==> src/rtl/resv_sched_pip0_pkg.sv <==
// Shared sizes, field offsets and codes for the pip0 reservation station scheduler.
package resv_pkg;
  localparam int N_CELL  = 8;
  localparam int W_ident = 4;
  localparam int W_pkt   = 154;

  localparam logic [W_ident-1:0] unused_cd = {W_ident{1'b1}};
  localparam logic [W_ident-1:0] one_cd    = W_ident'(1);
  localparam logic [W_ident-1:0] full_cd   = W_ident'(N_CELL);

  // Packet field offsets, LSB first; pc_d ends at W_pkt.
  localparam int OFS_REQ   = 0;
  localparam int OFS_PIP   = 1;
  localparam int OFS_UOPS  = 2;
  localparam int OFS_RD_A  = 9;
  localparam int OFS_RS_V  = 14;
  localparam int OFS_RS_A  = 15;
  localparam int OFS_RS_D  = 20;
  localparam int OFS_RT_V  = 52;
  localparam int OFS_RT_A  = 53;
  localparam int OFS_RT_D  = 58;
  localparam int OFS_IMM_D = 90;
  localparam int OFS_PC_D  = 122;

  function automatic logic [W_ident-1:0] cell_code(input logic [N_CELL*W_ident-1:0] bus,
                                                   input int idx);
    return bus[idx*W_ident +: W_ident];
  endfunction
endpackage

==> src/rtl/resv_sched_pip0_if.sv <==
// Station-side bundle: candidate codes, cell contents, decoder handshake and both pipe stages.
interface resv_sched_pip0_if;
  import resv_pkg::*;

  logic                      flush;
  logic [N_CELL*W_ident-1:0] cand0_bus;
  logic [N_CELL*W_ident-1:0] cand1_bus;
  logic [N_CELL*W_pkt-1:0]   cell_pkt;
  logic                      dec_valid;
  logic                      dec_ready;
  logic [W_ident-1:0]        addr_insert;
  logic [W_ident-1:0]        addr_shift;
  logic                      ex0_valid;
  logic                      ex1_valid;
  logic                      ex0_ready;
  logic                      ex1_ready;
  logic [W_pkt-1:0]          ex0_pkt;
  logic [W_pkt-1:0]          ex1_pkt;
  logic [W_ident-1:0]        count;

  modport master (
    output flush, cand0_bus, cand1_bus, cell_pkt, dec_valid, ex0_ready, ex1_ready,
    input  dec_ready, addr_insert, addr_shift, ex0_valid, ex1_valid, ex0_pkt, ex1_pkt, count
  );

  modport slave (
    input  flush, cand0_bus, cand1_bus, cell_pkt, dec_valid, ex0_ready, ex1_ready,
    output dec_ready, addr_insert, addr_shift, ex0_valid, ex1_valid, ex0_pkt, ex1_pkt, count
  );
endinterface

==> src/rtl/resv_oldest_pick.sv <==
// Lowest-index priority encoder over the per-cell candidate codes (cell 0 = oldest).
module resv_oldest_pick
  import resv_pkg::*;
(
  input  logic [N_CELL*W_ident-1:0] cand_bus,
  output logic [W_ident-1:0]        idx,
  output logic                      found
);

  // Scan from oldest; the first non-unused code wins.
  always_comb begin
    idx   = unused_cd;
    found = 1'b0;
    for (int i = 0; i < N_CELL; i++) begin
      idx   = (!found && (cell_code(cand_bus, i) != unused_cd)) ? W_ident'(i) : idx;
      found = found | (cell_code(cand_bus, i) != unused_cd);
    end
  end

endmodule

==> src/rtl/resv_sched_pip0.sv <==
// Issue scheduler and occupancy controller: oldest-ready issue to two pipes, compaction
// address generation and the count of occupied cells.
module resv_sched_pip0
  import resv_pkg::*;
(
  input  logic              clk,
  input  logic              clear_n,
  resv_sched_pip0_if.slave  bus
);

  logic [W_ident-1:0] count_r;
  logic               ex0_valid_r, ex1_valid_r;
  logic [W_pkt-1:0]   ex0_pkt_r, ex1_pkt_r;

  logic [W_ident-1:0] idx0_s, idx1_s, issue_idx_s;
  logic               found0_s, found1_s;
  logic               elig0_s, elig1_s, blocked_s;
  logic               issue_s, issue_p1_s;
  logic               dec_ready_s, insert_s;
  logic [W_ident-1:0] addr_insert_s, addr_shift_s;
  logic [W_pkt-1:0]   issue_pkt_s;

  resv_oldest_pick u_pick0 (.cand_bus(bus.cand0_bus), .idx(idx0_s), .found(found0_s));
  resv_oldest_pick u_pick1 (.cand_bus(bus.cand1_bus), .idx(idx1_s), .found(found1_s));

  // While in reset or flushing nothing may issue or insert.
  assign blocked_s   = bus.flush || !clear_n;
  assign elig0_s     = found0_s && (!ex0_valid_r || bus.ex0_ready);
  assign elig1_s     = found1_s && (!ex1_valid_r || bus.ex1_ready);
  assign dec_ready_s = !blocked_s && (count_r < full_cd);
  assign insert_s    = bus.dec_valid && dec_ready_s;

  // Single issue per cycle: the eligible pipe holding the older cell wins.
  always_comb begin
    issue_s     = 1'b0;
    issue_p1_s  = 1'b0;
    issue_idx_s = unused_cd;
    if (blocked_s) begin
      issue_s = 1'b0;
    end else if (elig0_s && elig1_s) begin
      issue_s     = 1'b1;
      issue_p1_s  = (idx1_s < idx0_s);
      issue_idx_s = issue_p1_s ? idx1_s : idx0_s;
    end else if (elig0_s) begin
      issue_s     = 1'b1;
      issue_idx_s = idx0_s;
    end else if (elig1_s) begin
      issue_s     = 1'b1;
      issue_p1_s  = 1'b1;
      issue_idx_s = idx1_s;
    end else begin
      issue_s = 1'b0;
    end
  end

  // Mux the issuing cell's payload out of the flattened array.
  always_comb begin
    issue_pkt_s = '0;
    for (int i = 0; i < N_CELL; i++) begin
      issue_pkt_s = (issue_idx_s == W_ident'(i)) ? bus.cell_pkt[i*W_pkt +: W_pkt] : issue_pkt_s;
    end
  end

  // Compaction addresses; an issue below the tail pulls the insert slot down by one.
  always_comb begin
    addr_insert_s = unused_cd;
    addr_shift_s  = unused_cd;
    if (insert_s && issue_s) begin
      addr_insert_s = count_r - one_cd;
    end else if (insert_s) begin
      addr_insert_s = count_r;
    end else begin
      addr_insert_s = unused_cd;
    end
    if (issue_s) begin
      addr_shift_s = issue_idx_s;
    end else begin
      addr_shift_s = unused_cd;
    end
  end

  // Occupancy counter.
  always_ff @(posedge clk or negedge clear_n) begin
    if (!clear_n) begin
      count_r <= '0;
    end else if (bus.flush) begin
      count_r <= '0;
    end else if (issue_s && !insert_s) begin
      count_r <= count_r - one_cd;
    end else if (insert_s && !issue_s) begin
      count_r <= count_r + one_cd;
    end else begin
      count_r <= count_r;
    end
  end

  // Pipe 0 output stage.
  always_ff @(posedge clk or negedge clear_n) begin
    if (!clear_n) begin
      ex0_valid_r <= 1'b0;
      ex0_pkt_r   <= '0;
    end else if (bus.flush) begin
      ex0_valid_r <= 1'b0;
    end else if (issue_s && !issue_p1_s) begin
      ex0_valid_r <= 1'b1;
      ex0_pkt_r   <= issue_pkt_s;
    end else if (bus.ex0_ready) begin
      ex0_valid_r <= 1'b0;
    end else begin
      ex0_valid_r <= ex0_valid_r;
    end
  end

  // Pipe 1 output stage.
  always_ff @(posedge clk or negedge clear_n) begin
    if (!clear_n) begin
      ex1_valid_r <= 1'b0;
      ex1_pkt_r   <= '0;
    end else if (bus.flush) begin
      ex1_valid_r <= 1'b0;
    end else if (issue_s && issue_p1_s) begin
      ex1_valid_r <= 1'b1;
      ex1_pkt_r   <= issue_pkt_s;
    end else if (bus.ex1_ready) begin
      ex1_valid_r <= 1'b0;
    end else begin
      ex1_valid_r <= ex1_valid_r;
    end
  end

  assign bus.dec_ready   = dec_ready_s;
  assign bus.addr_insert = addr_insert_s;
  assign bus.addr_shift  = addr_shift_s;
  assign bus.count       = count_r;
  assign bus.ex0_valid   = ex0_valid_r;
  assign bus.ex1_valid   = ex1_valid_r;
  assign bus.ex0_pkt     = ex0_pkt_r;
  assign bus.ex1_pkt     = ex1_pkt_r;

endmodule

==> src/flat_wrapper.sv <==
// flat-port wrapper written by rule: the top's interface ports become plain ports
module resv_sched_pip0_flat import resv_pkg::*;
  (clk, clear_n, bus_flush, bus_cand0_bus, bus_cand1_bus, bus_cell_pkt, bus_dec_valid, bus_ex0_ready, bus_ex1_ready, bus_dec_ready, bus_addr_insert, bus_addr_shift, bus_ex0_valid, bus_ex1_valid, bus_ex0_pkt, bus_ex1_pkt, bus_count);
  resv_sched_pip0_if bus_i ();
  input  logic clk;
  input  logic clear_n;
  input wire logic [$bits(bus_i.flush)-1:0] bus_flush;
  input wire logic [$bits(bus_i.cand0_bus)-1:0] bus_cand0_bus;
  input wire logic [$bits(bus_i.cand1_bus)-1:0] bus_cand1_bus;
  input wire logic [$bits(bus_i.cell_pkt)-1:0] bus_cell_pkt;
  input wire logic [$bits(bus_i.dec_valid)-1:0] bus_dec_valid;
  input wire logic [$bits(bus_i.ex0_ready)-1:0] bus_ex0_ready;
  input wire logic [$bits(bus_i.ex1_ready)-1:0] bus_ex1_ready;
  output wire logic [$bits(bus_i.dec_ready)-1:0] bus_dec_ready;
  output wire logic [$bits(bus_i.addr_insert)-1:0] bus_addr_insert;
  output wire logic [$bits(bus_i.addr_shift)-1:0] bus_addr_shift;
  output wire logic [$bits(bus_i.ex0_valid)-1:0] bus_ex0_valid;
  output wire logic [$bits(bus_i.ex1_valid)-1:0] bus_ex1_valid;
  output wire logic [$bits(bus_i.ex0_pkt)-1:0] bus_ex0_pkt;
  output wire logic [$bits(bus_i.ex1_pkt)-1:0] bus_ex1_pkt;
  output wire logic [$bits(bus_i.count)-1:0] bus_count;
  assign bus_i.flush = bus_flush;
  assign bus_i.cand0_bus = bus_cand0_bus;
  assign bus_i.cand1_bus = bus_cand1_bus;
  assign bus_i.cell_pkt = bus_cell_pkt;
  assign bus_i.dec_valid = bus_dec_valid;
  assign bus_i.ex0_ready = bus_ex0_ready;
  assign bus_i.ex1_ready = bus_ex1_ready;
  assign bus_dec_ready = bus_i.dec_ready;
  assign bus_addr_insert = bus_i.addr_insert;
  assign bus_addr_shift = bus_i.addr_shift;
  assign bus_ex0_valid = bus_i.ex0_valid;
  assign bus_ex1_valid = bus_i.ex1_valid;
  assign bus_ex0_pkt = bus_i.ex0_pkt;
  assign bus_ex1_pkt = bus_i.ex1_pkt;
  assign bus_count = bus_i.count;
  resv_sched_pip0 u_core (.clk(clk), .clear_n(clear_n), .bus(bus_i));
endmodule
==> config.mk <==
export PLATFORM = sky130hd
export DESIGN_NAME = resv_sched_pip0_flat
export DESIGN_NICKNAME = d
export VERILOG_FILES = /design/src/rtl/resv_sched_pip0_pkg.sv /design/src/rtl/resv_sched_pip0_if.sv /design/src/rtl/resv_oldest_pick.sv /design/src/rtl/resv_sched_pip0.sv /design/src/flat_wrapper.sv
export SDC_FILE = /design/constraint.sdc
export NUM_CORES = 1
export LEC_CHECK = 0
export CAP_MARGIN = 30
export CORE_AREA = 2 2 639 641
export CTS_BUF_LIST = sky130_fd_sc_hd__clkbuf_4 sky130_fd_sc_hd__clkbuf_8 sky130_fd_sc_hd__clkbuf_16
export DETAILED_ROUTE_END_ITERATION = 10
export DIE_AREA = 0 0 641 643
export SLEW_MARGIN = 30
export SYNTH_ARGS = -nofsm -noshare
export SYNTH_HDL_FRONTEND = slang
export SYNTH_SLANG_ARGS = --single-unit
==> constraint.sdc <==
create_clock -name clk -period 5.6 [get_ports clk]
set_input_delay 1.12 -clock clk [delete_from_list [all_inputs] [get_ports clk]]
set_output_delay 1.12 -clock clk [all_outputs]
set_load 0.03 [all_outputs]
==> results of run 1 <==
==> cell families (layout without fill, tap and decap cells) <==
logic type	count (synthesis)	count (layout)	synth area share
buf+inv	383	2278	0.06813
flops	314	314	0.3374
compound gates	1127	1127	0.3467
other cells	0	169	0
xor+xnor	4	4	0.001505
mux	74	74	0.03191
fa+ha+maj	5	5	0.002686
simple gates	964	964	0.2116
==> cell type report <==
cell class,instances,area [um^2],share of cell area
Antenna cell,169,422.9,0.008026
Tap cell,5428,6792,0.1289
Timing Repair Buffer,2130,21400,0.4062
Clock buffer,68,1489,0.02826
Sequential cell,314,7858,0.1491
Multi-Input combinational cell,2174,14160,0.2688
Clock inverter,31,377.9,0.007171
Inverter,49,186.4,0.003538
==> synthesized netlist by cell type (22+ instances only) <==
cell type / n
dfrtp_1: 314
clkbuf_1: 232
nor2_1: 232
nand2_1: 177
a31oi_1: 151
nor3_1: 150
o21ai_0: 146
nand3_1: 141
o22ai_1: 121
a21oi_1: 101
nand4_1: 86
o31ai_1: 84
a2bb2oi_1: 73
mux2i_1: 72
buf_2: 71
and3_1: 68
a22o_1: 64
and4_1: 62
a211oi_1: 59
a41oi_1: 56
a221o_1: 48
inv_1: 48
a22oi_1: 44
a21o_1: 31
o2bb2ai_1: 25
nand2b_1: 22
==> stage by stage <==
| stage | setup slack (ns) | hold slack, ns |
|---|---|---|
| after detailed placement | -0.8655 | 0.4692 |
| after global placement | -0.8856 | 0.4661 |
| final | 0.1635 | 0.2857 |
| after CTS | 0.006938 | 0.1871 |
| after global routing | -0.03503 | 0.2413 |
| after floorplan | 0.1510 | 0.6558 |
==> what timing repair did <==
action                     4_1_cts  5_1_grt
cloned                           0        0
hold buffers                     0        0
gates resized for setup         13        9
pin swaps                        7        8
buffers inserted                 5        8
setup endpoints to repair        3        3
==> worst max path at each step <==
stage	to	cells after the start
final	bus_addr_shift[0]	14
after global routing	bus_addr_shift[1]	15
after CTS	bus_addr_shift[2]	16
after detailed placement	bus_addr_shift[1]	14
after global placement	bus_addr_shift[1]	14
after floorplan	bus_addr_shift[1]	15
==> metal layers <==
layer,global-route usage,up-vias
li1,-,15260
met1,0.2240,18130
met2,0.3655,2551
met3,0.1065,1085
met4,0.06442,284
met5,0,-
==> worst max-delay path: cells and delay by family <==
| kind | cells | cell delay, ns |
|---|---|---|
| adder cells (fa/ha/maj) | 1 | 0.22 |
| buffers and inverters | 5 | 1.20 |
| AND/OR/NAND/NOR | 4 | 0.94 |
| AO/OA/AOI/OAI | 4 | 0.76 |
==> power by group through the flow <==
stage	Combinational, W	Clock (W)	Sequential [W]
2_1_floorplan	0.00124	0	0.00423
3_3_place_gp	0.00687	0	0.00325
3_5_place_dp	0.00684	0	0.00326
4_1_cts	0.00688	0.00382	0.00323
5_1_grt	0.00711	0.00386	0.00330
6_report	0.00677	0.00368	0.00323
==> flip-flops by register name, summed over array words and instances (netlist names) <==
| register | cells |
|---|---|
| u_core.bus.ex0_valid | 1 |
| u_core.bus.count | 4 |
| u_core.bus.ex1_pkt | 154 |
| u_core.bus.ex1_valid | 1 |
| u_core.bus.ex0_pkt | 154 |
==> out/qor.yml, run 1 <==
die_h_um: 643
mostFrequentLayoutCell: "clkdlybuf4s50_1"
synthesis.area_um2: 23290
rows: 234
p_int_w: 0.007593
switchingPower_w: 0.006096
root_buffer: "clkbuf_16"
clkTransAtPathRegs_ns: 0.05
fin_setup_tns_ns: 0
grt_overflow_total: 0
crit_required_ns: 4.48
path_class: "primary input to output pin"
highest_layer: "met5"
final_max_slew_viol_count: 0
instances_no_fill: 10360
htreeDepth: 2
yosysUniqueCellTypes: 65
final_nets: 6029
clk_latency_ns: 0.74
vias: 37310
die_w_um: 641
r2r-start: "u_core.bus.ex0_valid$_DFFE_PN0P_"
layout_common_cells: "1610 x clkdlybuf4s50_1, 401 x buf_4, 314 x dfrtp_1"
hold_violations: 0
seq_power_share: 0.236
powerDensity_nw_per_um2: 259.8
crit_path_start_kind: "primary input"
cts_tree: "done"
wl_per_cell_um: 43.74
syn_area_per_cell_um2: 8.111
met1_length_um: 162000
r2r-end: "u_core.bus.ex0_pkt[130]$_DFFE_PN0P_"
dpl.hpwl_um: 407900
grt_pass1_vias: 35510
grt_usage: 0.2119
ys.flop_type: "dfrtp_1"
syn_nets: 4178
setup.worst_path.end_class: "output pin"
critical_path_arrival_ns: 4.32
crit_slowest_cell: "clkdlybuf4s50_1"
core_um2: 405200
grt_max_degree: 115
path_cells: "clkdlybuf4s50_1 -> nand4_1 -> nor4_4 -> and2_1 -> ha_4 -> a21oi_2 -> nand2_1 -> a21oi_2 -> buf_6 -> o211ai_1 -> a31oi_4 -> inv_4 -> buf_12 -> buf_4"
synth_edf_count: 0
fin_area_um2: 52690
crit_start: "bus_cand1_bus[3]"
grt_pass1_wl_um: 535100
synth_warnings: 0
drtIter0Drc: 3332
fmaxAchievable_mhz: 183.9
finalCriticalPeriod_ns: 5.437
peakVddDrop_mv: 0.2552
outcome: "finished, violations left"
total_power_w: 0.01369
cts_buffers: 53
wl_met2_um: 214200
place.gp.congestion: 0.9273
slowest_delay_ns: 0.54
placed_cells: 10080
syn_inst: 2871
io_buffers: 1624
yosysSeqAreaShare: 0.3374
drv_cap: 0
cp_max_fo: 7
clock-sinks: 314
finish.utilization: 0.1300
worst_pin_slew_ns: 0.9585
first_pass_iters: 6
clk_path_buf_depth: 3
rrSetupSlack_ns: 1.70
drcViolationCount: 0
nFillCells: 46470
p_clk_frac: 0.269
wl_met3_um: 54180
violations: "antenna violations"
relSlewSlack: 0.3590
synth_top_area_share: 0.3374
routed_via_density: 3.600
yosysTopAreaCell: "dfrtp_1"
setup_violations: 0
antenna_found_initial: 571
p_leak_nw: 18.66
ff2ff_path_depth: 14
postPlaceCellArea_um2: 50250
ant_nets: 1
hold_path_class: "primary input to asynchronous set/reset pin"
area_delta_synth_final_pct: 126.3
die-area_um2: 412200
pwr-share-comb: 0.495
skew_ns: 0.03038
routed_wl_um: 453200
num_io_pins: 1625
ys_async_sr_fraction: 1.000
swShare: 0.4454
initial_core_util: 0.05747
ys_ff_latch: 314
synth.area.top_cells: "dfrtp_1 34%, a31oi_1 4.1%, clkbuf_1 3.7%, nor2_1 3.7%, o22ai_1 3.3%"
drive_gt1_frac: 0.1448
crit_top_cell: "a21oi_2"
timing.final.crit_share: 0.9708
No activity file was read; power rests on OpenSTA's default activity.
==> run 2, diff against run 1 <==
--- a/config.mk
+++ b/config.mk
@@ -10,6 +10,7 @@
 export CTS_BUF_LIST = sky130_fd_sc_hd__clkbuf_4 sky130_fd_sc_hd__clkbuf_8 sky130_fd_sc_hd__clkbuf_16
 export DETAILED_ROUTE_END_ITERATION = 10
 export DIE_AREA = 0 0 641 643
+export HOLD_SLACK_MARGIN = 0.12
 export SLEW_MARGIN = 30
 export SYNTH_ARGS = -nofsm -noshare
 export SYNTH_HDL_FRONTEND = slang
==> results of run 2 <==
Final layout, timing and power as in run 1 (identical DEF).
